==> config.mk <==
export PLATFORM = sky130hd
export DESIGN_NAME = bcd_multibyte_add_seq
export DESIGN_NICKNAME = d
export VERILOG_FILES = /design/src/rtl/bcd_multibyte_add_seq.sv
export SDC_FILE = /design/constraint.sdc
export NUM_CORES = 1
export LEC_CHECK = 0
export ABC_AREA = 1
export CAP_MARGIN = 20
export CORE_MARGIN = 4
export CORE_UTILIZATION = 40
export DETAILED_ROUTE_END_ITERATION = 8
export PLACE_DENSITY = 0.65
export SLEW_MARGIN = 20
export SYNTH_ARGS = -nofsm -noshare
export SYNTH_HDL_FRONTEND = slang
export SYNTH_SLANG_ARGS = --single-unit
==> constraint.sdc <==
create_clock -name clk -period 4.02 [get_ports clk]
set_input_delay 0.804 -clock clk [delete_from_list [all_inputs] [get_ports clk]]
set_output_delay 0.804 -clock clk [all_outputs]
set_load 0.02 [all_outputs]
==> src/rtl/bcd_multibyte_add_seq.sv <==
// Byte-serial packed-BCD adder: latches two NBYTES-byte operands, ripples the decimal carry LSB byte first,
// and returns sum/cout under valid/ready. Define BCD_CHECK_EN to add the sticky invalid-digit flag (err).
module bcd_multibyte_add_seq #(
  parameter int NBYTES = 4
) (
  input  logic                  clk,
  input  logic                  rst_n,
  input  logic                  in_valid,
  output logic                  in_ready,
  input  logic [8*NBYTES-1:0]   a,
  input  logic [8*NBYTES-1:0]   b,
  input  logic                  cin,
  output logic                  out_valid,
  input  logic                  out_ready,
  output logic [8*NBYTES-1:0]   sum,
  output logic                  cout
`ifdef BCD_CHECK_EN
  ,
  output logic                  err
`endif
);

  localparam int IW = (NBYTES > 1) ? $clog2(NBYTES) : 1;
  localparam logic [IW-1:0] LAST_IDX = IW'(NBYTES - 1);

  if (NBYTES < 1 || NBYTES > 16) begin : g_bad_nbytes
    $error("bcd_multibyte_add_seq: NBYTES must be in 1..16");
  end

  // FIN is the one-cycle commit of the final carry into cout.
  typedef enum logic [1:0] {
    S_IDLE,
    S_ADD,
    S_FIN,
    S_DONE
  } state_t;

  state_t                state_q, state_d;
  logic [8*NBYTES-1:0]   a_q, b_q, sum_q;
  logic [IW-1:0]         idx_q;
  logic                  carry_q, cout_q;
  logic [7:0]            cur_a, cur_b, byte_sum;
  logic [4:0]            lo_res, hi_res;
  logic                  accept;

  // Returns {carry, digit} for one decimal digit position.
  function automatic logic [4:0] digit_add(input logic [3:0] x, input logic [3:0] y, input logic c);
    logic [4:0] s;
    s = {1'b0, x} + {1'b0, y} + {4'b0000, c};
    if (s > 5'd9) begin
      s = s + 5'd6;
      return {1'b1, s[3:0]};
    end
    return {1'b0, s[3:0]};
  endfunction

  assign accept = in_valid && (state_q == S_IDLE);

  assign cur_a    = a_q[8*idx_q +: 8];
  assign cur_b    = b_q[8*idx_q +: 8];
  assign lo_res   = digit_add(cur_a[3:0], cur_b[3:0], carry_q);
  assign hi_res   = digit_add(cur_a[7:4], cur_b[7:4], lo_res[4]);
  assign byte_sum = {hi_res[3:0], lo_res[3:0]};

  // NOTE: sequential state uses non-blocking assignments so every register samples pre-edge values.
  always_ff @(posedge clk or negedge rst_n) begin
    if (!rst_n) state_q <= S_IDLE;
    else        state_q <= state_d;
  end

  // NOTE: state_d gets a default before the case so no path leaves it unassigned (no latch).
  always_comb begin
    state_d = state_q;
    case (state_q)
      S_IDLE: if (in_valid)           state_d = S_ADD;
      S_ADD:  if (idx_q == LAST_IDX)  state_d = S_FIN;
      S_FIN:                          state_d = S_DONE;
      S_DONE: if (out_ready)          state_d = S_IDLE;
      default:                        state_d = S_IDLE;
    endcase
  end

  always_ff @(posedge clk or negedge rst_n) begin
    if (!rst_n) begin
      a_q     <= '0;
      b_q     <= '0;
      sum_q   <= '0;
      idx_q   <= '0;
      carry_q <= 1'b0;
      cout_q  <= 1'b0;
    end else if (accept) begin
      a_q     <= a;
      b_q     <= b;
      sum_q   <= '0;
      idx_q   <= '0;
      carry_q <= cin;
      cout_q  <= 1'b0;
    end else if (state_q == S_ADD) begin
      sum_q[8*idx_q +: 8] <= byte_sum;
      carry_q             <= hi_res[4];
      idx_q               <= (idx_q == LAST_IDX) ? '0 : idx_q + 1'b1;
    end else if (state_q == S_FIN) begin
      cout_q <= carry_q;
    end
  end

`ifdef BCD_CHECK_EN
  logic err_q;
  logic bad_digit;

  assign bad_digit = (cur_a[3:0] > 4'd9) || (cur_a[7:4] > 4'd9) ||
                     (cur_b[3:0] > 4'd9) || (cur_b[7:4] > 4'd9);

  always_ff @(posedge clk or negedge rst_n) begin
    if (!rst_n)                  err_q <= 1'b0;
    else if (accept)             err_q <= 1'b0;
    else if (state_q == S_ADD)   err_q <= err_q | bad_digit;
  end

  assign err = err_q;
`endif

  assign in_ready  = (state_q == S_IDLE);
  assign out_valid = (state_q == S_DONE);
  assign sum       = sum_q;
  assign cout      = cout_q;

endmodule
# [After elaboration in Yosys (flattened, before gate mapping)]
# Cells that the tools add are included.
[op_classes] add_sub_neg=8 n_mul=0 n_div=0 magnitude_cmp=2 n_eq_ne=8 shifts=4 mux=23 n_bitwise=0 reduce_logical=6
[op_table] operator="$mux W32" n=2
[op_table] operator="$shiftx A32 B6 Y8" n=2
[op_table] operator="$neg A5 Y34" n=1
[op_table] operator="$shift A8 B34 Y32 const A" n=1
[op_table] operator="$shiftx A8 B34 Y32" n=1
[op_table] operator="$bwmux W32" n=1
[op_table] operator="$mux W5" n=4
[op_table] operator="$mux W2" n=6
[op_table] operator="$add A4 B4 Y5" n=2
[op_table] operator="$add A5 B1 Y5" n=2
[op_table] operator="$gt A5 B4 Y1 const B" n=2
[op_table] operator="$add A4 B3 Y4 const B" n=2
[op_table] operator="$mux W4" n=2
[op_table] operator="$pmux W2 S4" n=1
[op_table] operator="$mux W1" n=7
[op_table] operator="$eq A2 B2 Y1 const B" n=3
[op_table] operator="$ne A2 B2 Y1 const B" n=3
[op_table] operator="$reduce_bool A2 Y1" n=2
[op_table] operator="$reduce_and A3 Y1" n=1
[op_table] operator="$add A2 B1 Y2 const B" n=1
[op_table] operator="$eq A2 B1 Y1 const B" n=1
[op_table] operator="$logic_not A2 Y1" n=1
[op_table] operator="$ne A2 B1 Y1 const B" n=1
[op_table] operator="$reduce_and A2 Y1" n=1
[op_table] operator="$logic_and A1 B1 Y1" n=1
[word_totals] regBits=102 latch_bits=0 ram_bits=0 mem_bits_ro=0 inputBits=69 memories=0

# [Depth between registers and ports, before layout]
# Gate-level depths: netlist of the first run.
[logic_depth] word_depth=14 mapped_depth=27

# [Least setup slack after synthesis of the first run]
# Ideal clock, no wire load.
[synth_timing] path_type="reg-to-reg" from="register idx_q[0]" to="register sum_q[14] (netlist: sum[14])" setup_time_ns=0.118 arrival_ns=4.088 required_time_ns=3.902 slack_ns=-0.186 stages_incl_launch_ff=25 n_path_buf=1 synth_period_minus_slack_ns=4.206 path_cell_list="dfrtp_1 inv_1 clkbuf_1 o21ai_0 o22ai_1 fa_1 fa_1 xnor2_2 nand2_1 nand3_2 nand2_4 inv_2 fa_1 inv_1 fa_1 inv_1 ha_1 nand2_1 a21boi_2 nand2_2 nand2_4 nand2_2 nand2_2 nand4_1 nand2_1"
[synth_between] elab_chain_cells=14
[synth_rtl] item="start: declaration" line_no="40" rtl="logic [IW-1:0] idx_q;"
[synth_rtl] item="start signal: assignment" line_no="101" rtl="idx_q <= (idx_q == LAST_IDX) ? '0 : idx_q + 1'b1;"
[synth_rtl] item="$shiftx A32 B6 Y8 (on tied branches)" line_no="59, 60"
[synth_rtl] item="$add A4 B4 Y5" line_no="49" rtl="s = {1'b0, x} + {1'b0, y} + {4'b0000, c};"
[synth_rtl] item="$add A5 B1 Y5" line_no="49"
[synth_rtl] item="$gt A5 B4 Y1" line_no="50" rtl="if (s > 5'd9) begin"
[synth_rtl] item="$mux W1" line_no="50"
[synth_rtl] item="$mux W5" line_no="54" rtl="return {1'b0, s[3:0]};"
[synth_rtl] item="$add A5 B1 Y5" line_no="49"
[synth_rtl] item="$add A4 B3 Y4 / $gt A5 B4 Y1 (equally long branches)" line_no="51, 50"
[synth_rtl] item="$mux W4 (tied with other cells)" line_no="50"
[synth_rtl] item="$mux W5" line_no="54"
[synth_rtl] item="$shiftx A8 B34 Y32" line_no="99" rtl="sum_q[8*idx_q +: 8] <= byte_sum;"
[synth_rtl] item="$bwmux W32 *" line_no="99"
[synth_rtl] item="$mux W32 *" line_no="98" rtl="end else if (state_q == S_ADD) begin"
[synth_rtl] item="$mux W32 *" line_no="91" rtl="end else if (accept) begin"
[synth_rtl] item="end signal: indexed assignment" line_no="99"
[synth_rtl] item="end: declaration" line_no="39" rtl="logic [8*NBYTES-1:0] a_q, b_q, sum_q;"
# Every way passes the cells marked *; elsewhere a longest branch is shown, timed or not. The select of a mux whose other input is x is not followed.
# A chain may end at the register's enable or synchronous reset.

# [Worst setup path after layout of the first run]
[layout_timing] from="register idx_q[1]" to="register sum_q[31] (netlist: sum[31])"
# The elaborated chain is that of the path after synthesis.

==> metrics, run 1 <==
final hold viol count=0; Final Instance Count excl. Fillers=911; via count=4516; post-route ant nets=0; EDFF count, synth=0; DPL Wire Length=around 10000 um; top-area cell type share of the netlist area=0.500; die width=~120 um; register area share after synthesis=0.500; arrival time at the worst endpoint=4230 ps; first-pass GRT wire length=22300 um; RSZ-0062 raised after global routing=yes; clock-pin slew of the registers on the worst-case setup and hold paths=approximately 60 ps; Cell Area, Synth=5100 sq um; CP max FO=6; Yosys cell types=39; CP max stage delay=between 500 and 600 ps; WL final=roughly 13000 um; routed len/inst=14.7 um; Final Critical Period=3970 ps; Num CTS Buffers=9; Die H=between 100 and 150 um; total track usage=0.189; Top FF cell, synth=dfrtp_1; CP endpoint kind=register; Ports=104; # DRC=0; input/output buffers=103; Hold WC Path Type=register to register; Synth async-reset ratio=1.00; CP cell instances=buf_4 > o21ai_1 > o22ai_2 > fa_2 > fa_2 > inv_2 > nand2_4 > nand3_4 > nand2_4 > inv_2 > fa_2 > inv_2 > fa_2 > inv_2 > ha_4 > nand2_1 > a21boi_2 > nand2_2 > nand2_4 > nand2_4 > nand4_4 > o21bai_1; Top delay family on crit path=adder cells; Synth Register Bits=102; worst slew margin relative to its limit=0.491; syn_nets=717; drt pass-1 iters=5; status=finished clean; vias in the first global route=4575; Area Growth Syn to Fin=33.9%; Syn Area/Cell=8.12 sq um; hold buffer count at CTS=0; setup tns final=0 ps; Yosys top cell by area=dfrtp_1; fin util=0.557; top cells by area, synth=dfrtp_1 (50%), nand2_1 (20%), ha_1 (3.9%); final net count=829; fmax=252 MHz; diode count=0; worst path bufs/invs=5; DIE AREA=14600 sq um; gr ovfl total=0; slowest cell on the critical path=fa_2; synth cell count leaders=nand2_1 (271), dfrtp_1 (102), nor2_1 (40), o21ai_0 (39), nand3_1 (30); worst hold margin=475 ps; H-tree depth=3; placed cell count=893; final clock skew=9.19 ps; initial antenna violation count=0; GPL Wtd Cong=0.874; Core ar.=12300 sq um; Setup crit start kind=register; Initial Utilization=0.416; Rows=40; Clk Latency, worst-skew pair=340 ps; initial DRC count=250; CP required=4280 ps; share of cells above drive strength 1=0.128; Final setup viols=0; MaxCap Viol Count=0; Tcrit/Tclk final=0.987; Worst-Margin Slew=about 760 ps; cells after synthesis=628; reg-to-reg setup timing slack=50 ps; most common cell in the synthesized netlist=nand2_1; max-slew violations=0; CTS tree=done; yosys warns=0; Clock Tree Root=clkbuf_16; CTS Buffer Depth=2; vias per cell=4.96; critical path class=register to register; CTS sink cnt=between 100 and 150; largest net degree at the start of global routing=85
==> tightest hold or removal path: cells and delay by family, from the launching register on <==
kind             cells  cell delay, ps
flip-flops           1             340
AND/OR/NAND/NOR      2             100
==> metrics by stage <==
| step | cell area [sq um] | setup WS (ps) |
|---|---|---|
| after floorplan | 5140 | -27.0 |
| after global routing | 6830 | -119 |
| after CTS | 6680 | 15.3 |
| after detailed placement | 6390 | -7.76 |
| after global placement | 6390 | 152 |
| final | 6830 | 53.3 |
==> flip-flops by register name (all words and copies together) (netlist names) <==
register and flops:
carry_q 1, cout 1, state_q 2, b_q 32
sum 32, idx_q 2, a_q 32
==> layout by cell type, fill, tap and decap left out, types with 2 or more instances in the layout <==
cell type        instances
a21oi_1                  2
a21oi_2                  2
a32o_1                   4
buf_4                   21
buf_6                    3
clkbuf_16                9
clkbuf_8                 2
clkdlybuf4s50_1        102
clkinv_2                 2
dfrtp_1                100
dfrtp_2                  2
fa_2                     4
ha_1                    14
inv_1                   21
inv_2                    7
nand2_1                268
nand2_2                 12
nand2_4                  5
nand3_1                 30
nand4_1                 10
nor2_1                  37
nor2_2                   3
nor2_4                   2
o21ai_0                 34
o21ai_1                  7
o21ai_2                  3
o21bai_1                 2
o22ai_1                  9
o22ai_2                  5
o31ai_1                  2
==> what timing repair did <==
| item | CTS | global route |
|---|---|---|
| setup buffers | 2 | 2 |
| pin swaps | 0 | 12 |
| endpoints found under the setup margin | 10 | 13 |
| gates resized for setup | 1 | 31 |
==> logic make-up after synthesis <==
family                   synth area share
buffers and inverters              0.0469
adder cells (fa/ha/maj)            0.0550
flip-flops                          0.500
AND/OR/NAND/NOR                     0.306
XOR/XNOR                          0.00319
AO/OA/AOI/OAI                      0.0881
==> per-layer routing <==
layer  global-route usage  share of wire  wire (um)  up-vias
met5                    0              0          0        -
met4               0.0531          0.017        229        0
met3               0.0303          0.048        647       23
met2                0.331           0.51       6860      121
met1                0.242           0.42       5680     2132
li1                     -              -          -     2240
==> final timing paths <==
path                               start         end  depth (start not counted)
worst max-delay path            idx_q[1]     sum[31]                         22
worst min-delay path             a_q[21]     a_q[21]                          2
worst max register to register  idx_q[1]     sum[31]                         22
worst min register to register   a_q[21]     a_q[21]                          2
max in group asynchronous          rst_n      b_q[3]                          2
min in group asynchronous          rst_n  state_q[0]                          1
==> final cells by class <==
type                            instances  area, sq um
Fill cell                            1147         5430
Sequential cell                       102         2550
Multi-Input combinational cell        469         2440
Timing Repair Buffer                  127         1230
Clock buffer                           11          253
Tap cell                              168          210
Inverter                               31          120
Clock inverter                          3         21.3
Power of run 1 is not shown: default switching activity piles up to over one toggle a cycle in this logic, so the estimate is an artifact.
==> run 2: changes to the inputs <==
Settings changed: CORE_UTILIZATION 40 to 30, PLACE_DENSITY 0.65 to 0.51.
==> metrics, run 2 (synthesis gave the netlist of run 1 again) <==
Clock Tree Root=clkbuf_16 (unchanged); Die H=138 um (was 121 um); setup tns final=0 ps (unchanged); Setup WS post-layout=39.9 ps (was 53.3 ps); Area Growth Syn to Fin=36.2% (was 33.9%); Initial Utilization=0.306 (was 0.416); Rows=47 (was 40); CTS tree=done (unchanged); initial antenna violation count=0 (unchanged); hold buffer count at CTS=0 (unchanged); gr ovfl total=0 (unchanged); input/output buffers=103 (unchanged); CP max FO=5 (was 6); critical path class=register to register (unchanged); clock-pin slew of the registers on the worst-case setup and hold paths=70 ps (was 60 ps); Clk Latency, worst-skew pair=350 ps (was 340 ps); fmax=251 MHz (was 252 MHz); share of cells above drive strength 1=0.138 (was 0.128); commonest non-fill, non-tap cell in the layout=nand2_1 (unchanged); Ports=104 (unchanged); Hold WC Path Type=register to register (unchanged); DPL Wire Length=10400 um (was 10000 um); Finished Cell Area=6950 sq um (was 6830 sq um); status=finished clean (unchanged); total track usage=0.150 (was 0.189); post-route ant nets=0 (unchanged); placed inst area=6480 sq um (was 6390 sq um); Worst-Margin Slew=923 ps (was 764 ps); diode count=0 (unchanged); CTS sink cnt=102 (unchanged); arrival time at the worst endpoint=4250 ps (was 4230 ps); final clock skew=9.72 ps (was 9.19 ps); MaxCap Viol Count=0 (unchanged); GPL Wtd Cong=0.860 (was 0.874); max-slew violations=0 (unchanged); Final Instance Count excl. Fillers=971 (was 911); first-pass GRT wire length=23400 um (was 22300 um); RSZ-0062 raised after global routing=yes (unchanged); die width=138 um (was 121 um); Final setup viols=0 (unchanged); fillers=1667 (was 1147); Setup crit start kind=register (unchanged); final net count=836 (was 829); drt pass-1 iters=6 (was 5); Final Critical Period=3980 ps (was 3970 ps); DIE AREA=19100 sq um (was 14600 sq um); WL final=14200 um (was 13400 um); vias per cell=4.67 (was 4.96); via count=4533 (was 4516); most frequent cells in the layout=nand2_1 (267), clkdlybuf4s50_1 (102), dfrtp_1 (100), nor2_1 (36), o21ai_0 (35) (was nand2_1 (268), clkdlybuf4s50_1 (102), dfrtp_1 (100), nor2_1 (37), o21ai_0 (34)); final hold viol count=0 (unchanged); Num CTS Buffers=9 (unchanged); CP required=4290 ps (was 4280 ps); routed len/inst=14.6 um (was 14.7 um); Tcrit/Tclk final=0.990 (was 0.987); dpl ws=-50.0 ps (was -7.76 ps); vias in the first global route=4709 (was 4575); CP endpoint kind=register (unchanged); largest net degree at the start of global routing=73 (was 85); worst slew margin relative to its limit=0.384 (was 0.491); placed cell count=946 (was 893); # DRC=0 (unchanged); H-tree depth=3 (unchanged); initial DRC count=203 (was 250); Core ar.=16600 sq um (was 12300 sq um); CTS Buffer Depth=2 (unchanged)
-- run 2: cell types whose count changed in the layout (fill, tap and decap cells not counted), moves of 3 or more --
cell	previous run	this run
buf_4	21	30
nand3_1	30	26
nand3_2	0	4
o22ai_1	9	12
o22ai_2	5	2
-- run 2: path summary, 6_finish.rpt --
kind	startpoint	endpoint	slack, ps	cells past startpoint
setup / recovery	idx_q[0]	sum[31]	40	22
hold / removal	a_q[13]	a_q[13]	480	2
setup reg to reg	idx_q[0]	sum[31]	40	22
hold reg to reg	a_q[13]	a_q[13]	480	2
max in group asynchronous	rst_n	a_q[4]	2610	2
min in group asynchronous	rst_n	state_q[0]	590	1
-- run 2: per-stage QoR --
stage / utilization / hold WS, ps
6_report: 0.417 / 477
5_1_grt: 0.417 / 500
4_1_cts: 0.408 / 483
3_5_place_dp: 0.389 / 462
3_3_place_gp: 0.389 / 461
2_1_floorplan: - / 444
-- run 2: what timing repair did --
| action | CTS | global route |
|---|---|---|
| resized for setup | 1 | 28 |
| setup endpoints to repair | 10 | 13 |
| setup buffers | 3 | 7 |
| pin swaps | 0 | 14 |
-- run 2: metal layers --
layer / GRT usage / up-vias / routed length (um) / part of all wire
li1: - / 2254 / - / -
met1: 0.194 / 2155 / 6400 / 0.45
met2: 0.247 / 106 / 6830 / 0.48
met3: 0.0380 / 18 / 694 / 0.049
met4: 0.0473 / 0 / 229 / 0.016
met5: 0 / - / 0 / 0
-- run 2: area by class of cell --
class	instances	area [sq um]	area share
flip-flops and latches	102	2550	0.368
multi-input cells	469	2430	0.350
repair buffers	134	1280	0.184
well taps	220	275	0.0396
clock buffers	11	253	0.0364
inverters	31	125	0.0180
clock inverters	4	31.3	0.00450
-- run 2: worst max-delay path, cell delays in order, from the launching register on --
cell	delay, ps
dfrtp_2	470
buf_6	150
nor2_4	70
o22ai_2	90
fa_2	420
fa_2	570
inv_2	40
nand2_2	80
nand3_4	80
nand2_4	80
inv_4	40
fa_2	340
inv_2	70
fa_1	440
inv_2	100
ha_4	140
nand2_2	30
a21boi_2	150
nand2_2	100
nand2_4	80
nand2_4	100
nand4_4	70
o21bai_1	170
Power of run 2 is left out for the same reason.
